**src/rtl/npc_pkg.sv**
```systemverilog
// npc_pkg: shared state encoding, opcodes and default constants for the NPC sequencer
package npc_pkg;

    typedef enum logic [2:0] {
        ST_FETCH_REQ  = 3'd0,
        ST_FETCH_WAIT = 3'd1,
        ST_EXEC       = 3'd2,
        ST_MEM_REQ    = 3'd3,
        ST_MEM_WAIT   = 3'd4,
        ST_WB         = 3'd5,
        ST_HALT       = 3'd6
    } state_e;

    localparam logic [6:0]  OP_LOAD         = 7'b0000011;
    localparam logic [6:0]  OP_STORE        = 7'b0100011;
    localparam logic [6:0]  OP_BRANCH       = 7'b1100011;
    localparam logic [31:0] DEF_EBREAK_INST = 32'h00100073;
    localparam logic [31:0] DEF_RESET_PC    = 32'h80000000;

    function automatic logic is_mem_op(input logic [6:0] op);
        return (op == OP_LOAD) || (op == OP_STORE);
    endfunction

endpackage

```
**src/rtl/npc_seq_ctrl_if.sv**
```systemverilog
// npc_seq_ctrl_if: fetch bus, load/store handshake and datapath control signals of the sequencer
interface npc_seq_ctrl_if;

    logic        ifu_req;
    logic [31:0] ifu_addr;
    logic        ifu_gnt;
    logic        ifu_rvalid;
    logic [31:0] ifu_rdata;
    logic [31:0] inst;
    logic        lsu_req;
    logic        lsu_gnt;
    logic        lsu_rvalid;
    logic [31:0] pc_next;
    logic [31:0] pc;
    logic        rf_wen;
    logic [31:0] retired;
    logic        halted;
    logic        trap;

    modport master (
        output ifu_req, ifu_addr, inst, lsu_req, pc, rf_wen, retired, halted, trap,
        input  ifu_gnt, ifu_rvalid, ifu_rdata, lsu_gnt, lsu_rvalid, pc_next
    );

    modport slave (
        input  ifu_req, ifu_addr, inst, lsu_req, pc, rf_wen, retired, halted, trap,
        output ifu_gnt, ifu_rvalid, ifu_rdata, lsu_gnt, lsu_rvalid, pc_next
    );

endinterface

```
**src/rtl/npc_bus_wdog.sv**
```systemverilog
// npc_bus_wdog: 16-bit bus-wait watchdog shared by the fetch and load/store waits
module npc_bus_wdog #(
    parameter logic [15:0] TIMEOUT = 16'd1000
) (
    input  logic clk,
    input  logic reset,
    input  logic clr,
    input  logic en,
    output logic expire
);

    logic [15:0] cnt_q, cnt_d;

    // count wait cycles, restarting whenever the sequencer changes state
    always_comb begin
        cnt_d = clr ? 16'd0 : en ? cnt_q + 16'd1 : cnt_q;
    end

    // counter register with synchronous active-low reset
    always_ff @(posedge clk) begin
        cnt_q <= !reset ? 16'd0 : cnt_d;
    end

    assign expire = en && (cnt_q == TIMEOUT - 16'd1);

endmodule

```
**src/rtl/npc_seq_ctrl.sv**
```systemverilog
// npc_seq_ctrl: multi-cycle fetch/execute/memory/write-back sequencer for the NPC core
module npc_seq_ctrl
    import npc_pkg::*;
#(
    parameter logic [31:0] RESET_PC    = DEF_RESET_PC,
    parameter logic [15:0] TIMEOUT     = 16'd1000,
    parameter logic [31:0] EBREAK_INST = DEF_EBREAK_INST
) (
    input logic            clk,
    input logic            reset,
    npc_seq_ctrl_if.master bus
);

    state_e      state_q, state_d;
    logic [31:0] pc_q, pc_d;
    logic [31:0] inst_q, inst_d;
    logic [31:0] retired_q, retired_d;
    logic        halted_q, halted_d;
    logic        trap_q, trap_d;
    logic        expire;
    logic        waiting;
    logic        wb_ok;
    logic [6:0]  op;

    assign op      = inst_q[6:0];
    assign waiting = state_q inside {ST_FETCH_REQ, ST_FETCH_WAIT, ST_MEM_REQ, ST_MEM_WAIT};
    assign wb_ok   = (state_q == ST_WB) && (bus.pc_next[1:0] == 2'b00);

    npc_bus_wdog #(.TIMEOUT(TIMEOUT)) u_wdog (
        .clk    (clk),
        .reset  (reset),
        .clr    (state_d != state_q),
        .en     (waiting),
        .expire (expire)
    );

    // state register; reset abandons any handshake in flight
    always_ff @(posedge clk) begin
        state_q <= !reset ? ST_FETCH_REQ : state_d;
    end

    // next state: a handshake on the expiry cycle beats the watchdog
    always_comb begin
        state_d = state_q;
        case (state_q)
            ST_FETCH_REQ:  state_d = bus.ifu_gnt ? ST_FETCH_WAIT : expire ? ST_HALT : ST_FETCH_REQ;
            ST_FETCH_WAIT: state_d = bus.ifu_rvalid ? ST_EXEC : expire ? ST_HALT : ST_FETCH_WAIT;
            ST_EXEC:       state_d = (inst_q == EBREAK_INST) ? ST_HALT : is_mem_op(op) ? ST_MEM_REQ : ST_WB;
            ST_MEM_REQ:    state_d = bus.lsu_gnt ? ST_MEM_WAIT : expire ? ST_HALT : ST_MEM_REQ;
            ST_MEM_WAIT:   state_d = bus.lsu_rvalid ? ST_WB : expire ? ST_HALT : ST_MEM_WAIT;
            ST_WB:         state_d = (bus.pc_next[1:0] != 2'b00) ? ST_HALT : ST_FETCH_REQ;
            default:       state_d = ST_HALT;
        endcase
    end

    // architectural registers: pc and retire count move only on an aligned write-back
    always_comb begin
        inst_d    = (state_q == ST_FETCH_WAIT && bus.ifu_rvalid) ? bus.ifu_rdata : inst_q;
        pc_d      = wb_ok ? bus.pc_next : pc_q;
        retired_d = retired_q + {31'd0, wb_ok};
        halted_d  = halted_q | (state_d == ST_HALT);
        trap_d    = trap_q | (state_d == ST_HALT && state_q != ST_EXEC && state_q != ST_HALT);
    end

    // datapath register bank with synchronous active-low reset
    always_ff @(posedge clk) begin
        if (!reset) begin
            pc_q      <= RESET_PC;
            inst_q    <= 32'd0;
            retired_q <= 32'd0;
            halted_q  <= 1'b0;
            trap_q    <= 1'b0;
        end else begin
            pc_q      <= pc_d;
            inst_q    <= inst_d;
            retired_q <= retired_d;
            halted_q  <= halted_d;
            trap_q    <= trap_d;
        end
    end

    // bus requests and write enable decoded from the current state
    always_comb begin
        bus.ifu_req  = state_q == ST_FETCH_REQ;
        bus.lsu_req  = state_q == ST_MEM_REQ;
        bus.rf_wen   = wb_ok && op != OP_STORE && op != OP_BRANCH && inst_q[11:7] != 5'd0;
        bus.ifu_addr = pc_q;
        bus.pc       = pc_q;
        bus.inst     = inst_q;
        bus.retired  = retired_q;
        bus.halted   = halted_q;
        bus.trap     = trap_q;
    end

endmodule

```
**src/flat_wrapper.sv**
```systemverilog
// flat-port wrapper written by rule: the top's interface ports become plain ports
module npc_seq_ctrl_flat import npc_pkg::*;
#(
    parameter logic [31:0] RESET_PC    = DEF_RESET_PC,
    parameter logic [15:0] TIMEOUT     = 16'd1000,
    parameter logic [31:0] EBREAK_INST = DEF_EBREAK_INST
)
  (clk, reset, bus_ifu_req, bus_ifu_addr, bus_inst, bus_lsu_req, bus_pc, bus_rf_wen, bus_retired, bus_halted, bus_trap, bus_ifu_gnt, bus_ifu_rvalid, bus_ifu_rdata, bus_lsu_gnt, bus_lsu_rvalid, bus_pc_next);
  npc_seq_ctrl_if bus_i ();
  input logic clk;
  input logic reset;
  output wire logic [$bits(bus_i.ifu_req)-1:0] bus_ifu_req;
  output wire logic [$bits(bus_i.ifu_addr)-1:0] bus_ifu_addr;
  output wire logic [$bits(bus_i.inst)-1:0] bus_inst;
  output wire logic [$bits(bus_i.lsu_req)-1:0] bus_lsu_req;
  output wire logic [$bits(bus_i.pc)-1:0] bus_pc;
  output wire logic [$bits(bus_i.rf_wen)-1:0] bus_rf_wen;
  output wire logic [$bits(bus_i.retired)-1:0] bus_retired;
  output wire logic [$bits(bus_i.halted)-1:0] bus_halted;
  output wire logic [$bits(bus_i.trap)-1:0] bus_trap;
  input wire logic [$bits(bus_i.ifu_gnt)-1:0] bus_ifu_gnt;
  input wire logic [$bits(bus_i.ifu_rvalid)-1:0] bus_ifu_rvalid;
  input wire logic [$bits(bus_i.ifu_rdata)-1:0] bus_ifu_rdata;
  input wire logic [$bits(bus_i.lsu_gnt)-1:0] bus_lsu_gnt;
  input wire logic [$bits(bus_i.lsu_rvalid)-1:0] bus_lsu_rvalid;
  input wire logic [$bits(bus_i.pc_next)-1:0] bus_pc_next;
  assign bus_ifu_req = bus_i.ifu_req;
  assign bus_ifu_addr = bus_i.ifu_addr;
  assign bus_inst = bus_i.inst;
  assign bus_lsu_req = bus_i.lsu_req;
  assign bus_pc = bus_i.pc;
  assign bus_rf_wen = bus_i.rf_wen;
  assign bus_retired = bus_i.retired;
  assign bus_halted = bus_i.halted;
  assign bus_trap = bus_i.trap;
  assign bus_i.ifu_gnt = bus_ifu_gnt;
  assign bus_i.ifu_rvalid = bus_ifu_rvalid;
  assign bus_i.ifu_rdata = bus_ifu_rdata;
  assign bus_i.lsu_gnt = bus_lsu_gnt;
  assign bus_i.lsu_rvalid = bus_lsu_rvalid;
  assign bus_i.pc_next = bus_pc_next;
  npc_seq_ctrl #(.RESET_PC(RESET_PC), .TIMEOUT(TIMEOUT), .EBREAK_INST(EBREAK_INST)) u_core (.clk(clk), .reset(reset), .bus(bus_i));
endmodule
```
**config.mk**
```make
export PLATFORM = sky130hd
export DESIGN_NAME = npc_seq_ctrl_flat
export DESIGN_NICKNAME = d
export VERILOG_FILES = /design/src/rtl/npc_pkg.sv /design/src/rtl/npc_seq_ctrl_if.sv /design/src/rtl/npc_bus_wdog.sv /design/src/rtl/npc_seq_ctrl.sv /design/src/flat_wrapper.sv
export SDC_FILE = /design/constraint.sdc
export NUM_CORES = 1
export LEC_CHECK = 0
export CORE_MARGIN = 8
export CORE_UTILIZATION = 40
export CTS_CLUSTER_SIZE = 24
export DETAILED_ROUTE_END_ITERATION = 8
export PLACE_DENSITY = 0.74
export SLEW_MARGIN = 25
export SYNTH_ARGS = -nofsm -noshare
export SYNTH_HDL_FRONTEND = slang
export SYNTH_SLANG_ARGS = --single-unit
```
**constraint.sdc**
```tcl
create_clock -name clk -period 3 [get_ports clk]
set_input_delay 0.6 -clock clk [delete_from_list [all_inputs] [get_ports clk]]
set_output_delay 0.6 -clock clk [all_outputs]
set_load 0.1 [all_outputs]
```
==> results_dict.tcl, run 1 <==
set metrics [dict create \
    num_rows 42 \
    synth_mux_area_frac 0.008176 \
    drive_gt1_frac 0.2479 \
    cts_tree "yes" \
    start_kind "input port" \
    grt_usage 0.1760 \
    leakage_nw 3.078 \
    cts_setup_buffers 0 \
    crit_required_ns 2.40 \
    synth_xor_xnor_area_share 0.06517 \
    cp_top_family "buffers and inverters" \
    final_cell_mix "nand2_1, buf_4, dfxtp_1" \
    ff2ff_path_depth 10 \
    core-area_um2 13140 \
    fmax_ghz 0.3506 \
    crit_start "bus_pc_next[0]" \
    slowest_delay_ns 0.58 \
    multiInputGateArea_um2 2628 \
    io_pins 203 \
    drtIter0Drc 160 \
    yosysTopAreaCellShare 0.4373 \
    routed-via-count 4861 \
    avgSynthCellArea_um2 8.570 \
    dp_cells 959 \
    finalCritPeriodShare 0.9506 \
    power_density_nw_per_um2 537.1 \
    grt_max_degree 106 \
    synth_edf_count 0 \
    drc 0 \
    cp_max_fo 3 \
    grt_pass1_vias 5026 \
    slew_viol_final 0 \
    cts_max_path_buffers 2 \
    seq_area_frac_synth 0.4373 \
    worst_pin_slew_ns 0.8493 \
    synth_fa_ha_area_frac 0.007008 \
    antenna_left 0 \
    grt_pass1_wl_um 25310 \
    synth_flop_cell "dfxtp_1" \
    min-delay-path-class "reg2reg" \
    peakVddDrop_uv 415.9 \
    cp_num_cells 7 \
    yosysWarnings 0 \
    clock-root-buffer "clkbuf_16" \
    clock-sinks 117 \
    rsz0062_at_grt "no" \
    endpoint "bus_rf_wen" \
    dp_hpwl_um 11390 \
    cts_resized 0 \
    syn_to_final_growth_pct 42.16 \
    fill_cells 1189 \
    cts_inserted_buffers 17 \
    synth_top_family_by_area "simple AND/OR/NAND/NOR gates" \
    synth_area_leaders "dfxtp_1, nand2_1, a21boi_0" \
    vias_per_cell 4.905 \
    gp_congestion 0.8586 \
    antenna_found_initial 0 \
    wl_um 15060 \
    slew_headroom 0.4338 \
    status "complete, no violations" \
    mappedNetlistNets 698 \
    final_hold_viol_count 0 \
    fin_nets 875 \
    first_pass_iters 4 \
    start_util 0.4077 \
    dieArea_um2 17350 \
    clk_pin_slew_ns 0.05 \
    rrSetupSlack_ns 0.51 \
    synth-seq-cells 117 \
    crit_buf_inv 4 \
    grt_overflow 0 \
    cp.arrival_ns 2.25 \
    final_common_cell "nand2_1" \
    maxCapViolations 0 \
    instances_no_fill 991 \
    r2r-end "u_core.bus.retired[30]$_SDFF_PN0_" \
    path_cells "clkdlybuf4s50_1 > or4_1 > inv_2 > buf_4 > nand2_1 > a21oi_2 > buf_12" \
    power_mw 4.090 \
    clk_latency_ns 0.41 \
    wl_per_cell_um 15.19 \
    whs_ns 0.4724 \
    cp-end-kind "primary output" \
    die_h_um 131.7 \
    setup_viol 0 \
    synth_area_um2 5356 \
    fin_worst_skew_ns 0.01034 \
    synth_compound_area_frac 0.1250 \
    criticalPathCategory "in2out" \
    seq_area_um2 2342 \
    synth_cell_types 50 \
    min_period_ns 2.852 \
    postCtsHoldBufs 0 \
    antenna_cells 0 \
    synth_async_sr_flop_share 0 \
    synth_top_area_cell "dfxtp_1" \
    htreeDepth 4 \
    synth_simple_gate_area_share 0.2831 \
    die_w_um 131.7 \
    worst_path_max_delay_cell "or4_1" \
    port_buffers 202 \
    syn_inst 625 \
    rr_startpoint "u_core.state_q[2]$_SDFF_PN0_" \
]
-- cell families after synthesis --
logic type      count (synthesis)
flops                         117
mux                             4
fa+ha+maj                       3
compound gates                 91
xor+xnor                       39
buf+inv                        68
simple gates                  303
-- state kept, by name (all words and copies together) (netlist names) --
signal / flops
u_core.bus.inst: 32
u_core.bus.retired: 32
u_core.state_q: 3
u_core.bus.trap: 1
u_core.bus.ifu_addr: 32
u_core.u_wdog.cnt_q: 16
u_core.bus.halted: 1
-- cell usage after synthesis (4+ instances only) --
| library cell | n |
|---|---|
| a21boi_1 | 10 |
| buf_2 | 6 |
| nor3_1 | 10 |
| buf_4 | 34 |
| clkbuf_1 | 21 |
| nor2b_1 | 5 |
| or3_1 | 5 |
| nor3_2 | 11 |
| nand3_1 | 16 |
| and2_1 | 24 |
| and3_1 | 16 |
| o21ai_0 | 5 |
| inv_1 | 5 |
| nor2_1 | 20 |
| a21boi_0 | 57 |
| nor4_1 | 11 |
| o31ai_1 | 4 |
| nand4_1 | 11 |
| dfxtp_1 | 117 |
| xnor2_1 | 26 |
| xor2_1 | 12 |
| nand2b_1 | 6 |
| nand2_1 | 153 |
-- power breakdown --
| part | total (mW) | leakage [nW] | switching (mW) | internal (mW) |
|---|---|---|---|---|
| Clock | 1.92 | 0.273 | 0.668 | 1.26 |
| Sequential | 1.61 | 0.945 | 0.0250 | 1.59 |
| Combinational | 0.553 | 1.86 | 0.361 | 0.192 |
| Total | 4.09 | 3.08 | 1.05 | 3.04 |
-- worst min-delay path by stage --
stage                                               startpoint                              endpoint  slack (ns)  cells past startpoint
after floorplan            u_core.u_wdog.cnt_q[8]$_SDFFE_PP0P_   u_core.u_wdog.cnt_q[8]$_SDFFE_PP0P_        0.51                      2
after global placement              u_core.bus.trap$_SDFF_PN0_            u_core.bus.trap$_SDFF_PN0_        0.45                      2
after detailed placement            u_core.bus.trap$_SDFF_PN0_            u_core.bus.trap$_SDFF_PN0_        0.47                      2
after CTS                 u_core.bus.ifu_addr[25]$_SDFFE_PN0P_  u_core.bus.ifu_addr[25]$_SDFFE_PN0P_        0.47                      2
after global routing                u_core.bus.trap$_SDFF_PN0_            u_core.bus.trap$_SDFF_PN0_        0.50                      2
final                      u_core.bus.ifu_addr[6]$_SDFFE_PN0P_   u_core.bus.ifu_addr[6]$_SDFFE_PN0P_        0.47                      2
-- worst min-delay path, cell delays in order, from the launching register on --
cell	delay (ns)
dfxtp_1	0.32
nand2_1	0.05
a21boi_1	0.05
-- through the flow --
stage            util  setup TNS [ns]  setup slack, ns  cell area (um^2)
5_1_grt        0.5796               0          0.08125              7615
3_3_place_gp   0.5362         -0.7359          -0.1051              7044
3_5_place_dp   0.5362          -1.441          -0.1495              7044
2_1_floorplan       -       -0.007542        -0.007542              5365
4_1_cts        0.5796               0           0.1254              7615
6_report       0.5796               0           0.1481              7615
-- final cells by class --
type,count,area share
Tap cell,176,0.02892
Timing Repair Buffer,220,0.2406
Multi-Input combinational cell,440,0.3451
Sequential cell,117,0.3076
Clock inverter,9,0.01347
Clock buffer,23,0.06145
Inverter,6,0.002958
-- metal layers --
layer | vias up | global-route usage | wire length [um]
met5 | - | 0 | 0
met4 | 0 | 0.08424 | 347
met3 | 22 | 0.06974 | 1293
met2 | 173 | 0.2870 | 7060
met1 | 2243 | 0.1975 | 6356
li1 | 2423 | - | -
Note: power is estimated with default switching activity, not from simulation.
==> inputs of run 2 (changes only) <==
Settings changed: PLACE_DENSITY 0.74 to 0.77.
==> run 2 against run 1 <==
Against the previous run:
- first-iteration DRC count increased by 38%
- clock power about the same
- combinational power about the same
- via count increased by 1.0%
- sequential cell count unchanged
- non-clock buffer count unchanged
- worst setup slack improved by 0.021 ns
- critical path depth unchanged
- total power increased by 0.49%
- count of clock-buffer cells in the layout increased by 3
- critical path type unchanged
- hold slack improved by 0.0053 ns
- largest cell class unchanged
==> results_dict.tcl, run 2 (synthesis gave the netlist of run 1 again) <==
set metrics [dict create \
    fill_cells 1182 \
    final_common_cell "nand2_1" \
    finalSetupTns_ns 0 \
    cts_resized 0 \
    crit_required_ns 2.40 \
    min-delay-path-class "reg2reg" \
    internal-power_mw 3.077 \
    cts_setup_buffers 0 \
    power_frac_seq 0.392 \
    antenna_cells 0 \
    dieArea_um2 17350 \
    drive_gt1_frac 0.2448 \
    path_cells "clkdlybuf4s50_1 > or4_1 > inv_2 > buf_4 > nand2_1 > a21oi_2 > buf_12" \
    leakage_nw 3.085 \
    use_met3 0.07012 \
    syn_to_final_growth_pct 42.14 \
    first_pass_iters 6 \
    clock-root-buffer "clkbuf_16" \
    core-area_um2 13140 \
    slew_viol_final 0 \
    cts_inserted_buffers 17 \
    stdcell_area_um2 7614 \
    grt_pass1_vias 5022 \
    slew_headroom 0.4178 \
    min_period_ns 2.831 \
    die_h_um 131.7 \
    setup_viol 0 \
    grt_usage 0.1724 \
    grt_max_degree 106 \
    instances_no_fill 989 \
    port_buffers 202 \
    final_cell_mix "nand2_1, buf_4, dfxtp_1" \
    vias_per_cell 4.965 \
    worst_path_max_delay_cell "or4_1" \
    top_usage_layer "met2" \
    cp-end-kind "primary output" \
    htreeDepth 4 \
    die_w_um 131.7 \
    final_util 0.5795 \
    routed-via-count 4910 \
    clkPwrFrac 0.473 \
    io_pins 203 \
    slowest_delay_ns 0.59 \
    status "complete, no violations" \
    antenna_left 0 \
    cp.arrival_ns 2.23 \
    p_sw_mw 1.033 \
    clk_latency_ns 0.40 \
    start_kind "input port" \
    finalCritPeriodShare 0.9435 \
    postCtsHoldBufs 0 \
    wl_um 15170 \
    num_rows 42 \
    criticalPathCategory "in2out" \
    multiInputGateArea_um2 2628 \
    dp_hpwl_um 11300 \
    cts_max_path_buffers 2 \
    power_density_nw_per_um2 539.9 \
    antenna_found_initial 0 \
    combPwrFrac 0.135 \
    maxCapViolations 0 \
    fmax_ghz 0.3533 \
    final_hold_viol_count 0 \
    p_sw_frac 0.2514 \
    grt_overflow 0 \
    cp_max_fo 2 \
    drc 0 \
    rsz0062_at_grt "no" \
    seq_area_um2 2342 \
    fin_nets 875 \
    clock-sinks 117 \
    grt_util_met2 0.2856 \
    grt_pass1_wl_um 25010 \
    gp_congestion 0.8274 \
    met1_usage 0.1942 \
    dp_cells 959 \
    placed_area_um2 7044 \
    wl_per_cell_um 15.33 \
    peakVddDrop_uv 310.6 \
    fin_worst_skew_ns 0.006821 \
    clk_pin_slew_ns 0.05 \
    drtIter0Drc 220 \
    cts_tree "yes" \
    start_util 0.4077 \
    worst_pin_slew_ns 0.8733 \
]
## run 2: cell count changes in the layout (fill, tap and decap cells not counted), sizes merged
cell,previous run,this run
clkinv,4,2
clkbuf,23,26
clkinvlp,3,0
## run 2: final cells by class
type                            instances  share of cell area
Inverter                                6            0.002958
Clock buffer                           26             0.06557
Sequential cell                       117              0.3076
Multi-Input combinational cell        440              0.3451
Clock inverter                          4            0.009203
Tap cell                              176             0.02892
Timing Repair Buffer                  220              0.2406
## run 2: worst paths after layout
| check | depth (start not counted) | slack [ns] | end | startpoint |
|---|---|---|---|---|
| max | 7 | 0.17 | bus_rf_wen | bus_pc_next[0] |
| min | 2 | 0.48 | u_core.bus.ifu_addr[21]$_SDFFE_PN0P_ | u_core.bus.ifu_addr[21]$_SDFFE_PN0P_ |
| max reg2reg | 10 | 0.56 | u_core.bus.retired[30]$_SDFF_PN0_ | u_core.state_q[0]$_SDFF_PN0_ |
| min reg2reg | 2 | 0.48 | u_core.bus.ifu_addr[21]$_SDFFE_PN0P_ | u_core.bus.ifu_addr[21]$_SDFFE_PN0P_ |
## run 2: worst max-delay path, delay by kind of cell
kind	cells	cell delay (ns)
buffers and inverters	4	0.82
and+or+nand+nor	2	0.64
AOI/OAI and AO/OA	1	0.16
## run 2: through the flow
step	setup WS [ns]	hold slack, ns	total power, mW
2_1_floorplan	-0.007542	0.5123	2.016
3_3_place_gp	-0.06932	0.4559	2.191
3_5_place_dp	-0.1243	0.4679	2.200
4_1_cts	0.1429	0.4758	4.158
5_1_grt	0.1204	0.4967	4.261
6_report	0.1695	0.4776	4.110
## run 2: power by group through the flow
stage,registers (mW),clock network (mW),logic [mW]
floorplan,1.81,0,0.205
global placement,1.64,0,0.549
detailed placement,1.64,0,0.557
CTS,1.61,1.99,0.558
global route,1.61,2.06,0.587
finish,1.61,1.94,0.555
## run 2: layer usage
metal | routed length, um | up-vias | share of wire
li1 | - | 2418 | -
met1 | 6274 | 2248 | 0.41
met2 | 7284 | 203 | 0.48
met3 | 1281 | 41 | 0.084
met4 | 325 | 0 | 0.021
met5 | 0 | - | 0
==> inputs of run 3 (changes only) <==
Settings changed: SKIP_CTS_REPAIR_TIMING from default to 1.
==> results of run 3 <==
The final DEF is identical to that of run 2; final timing and power are the same.
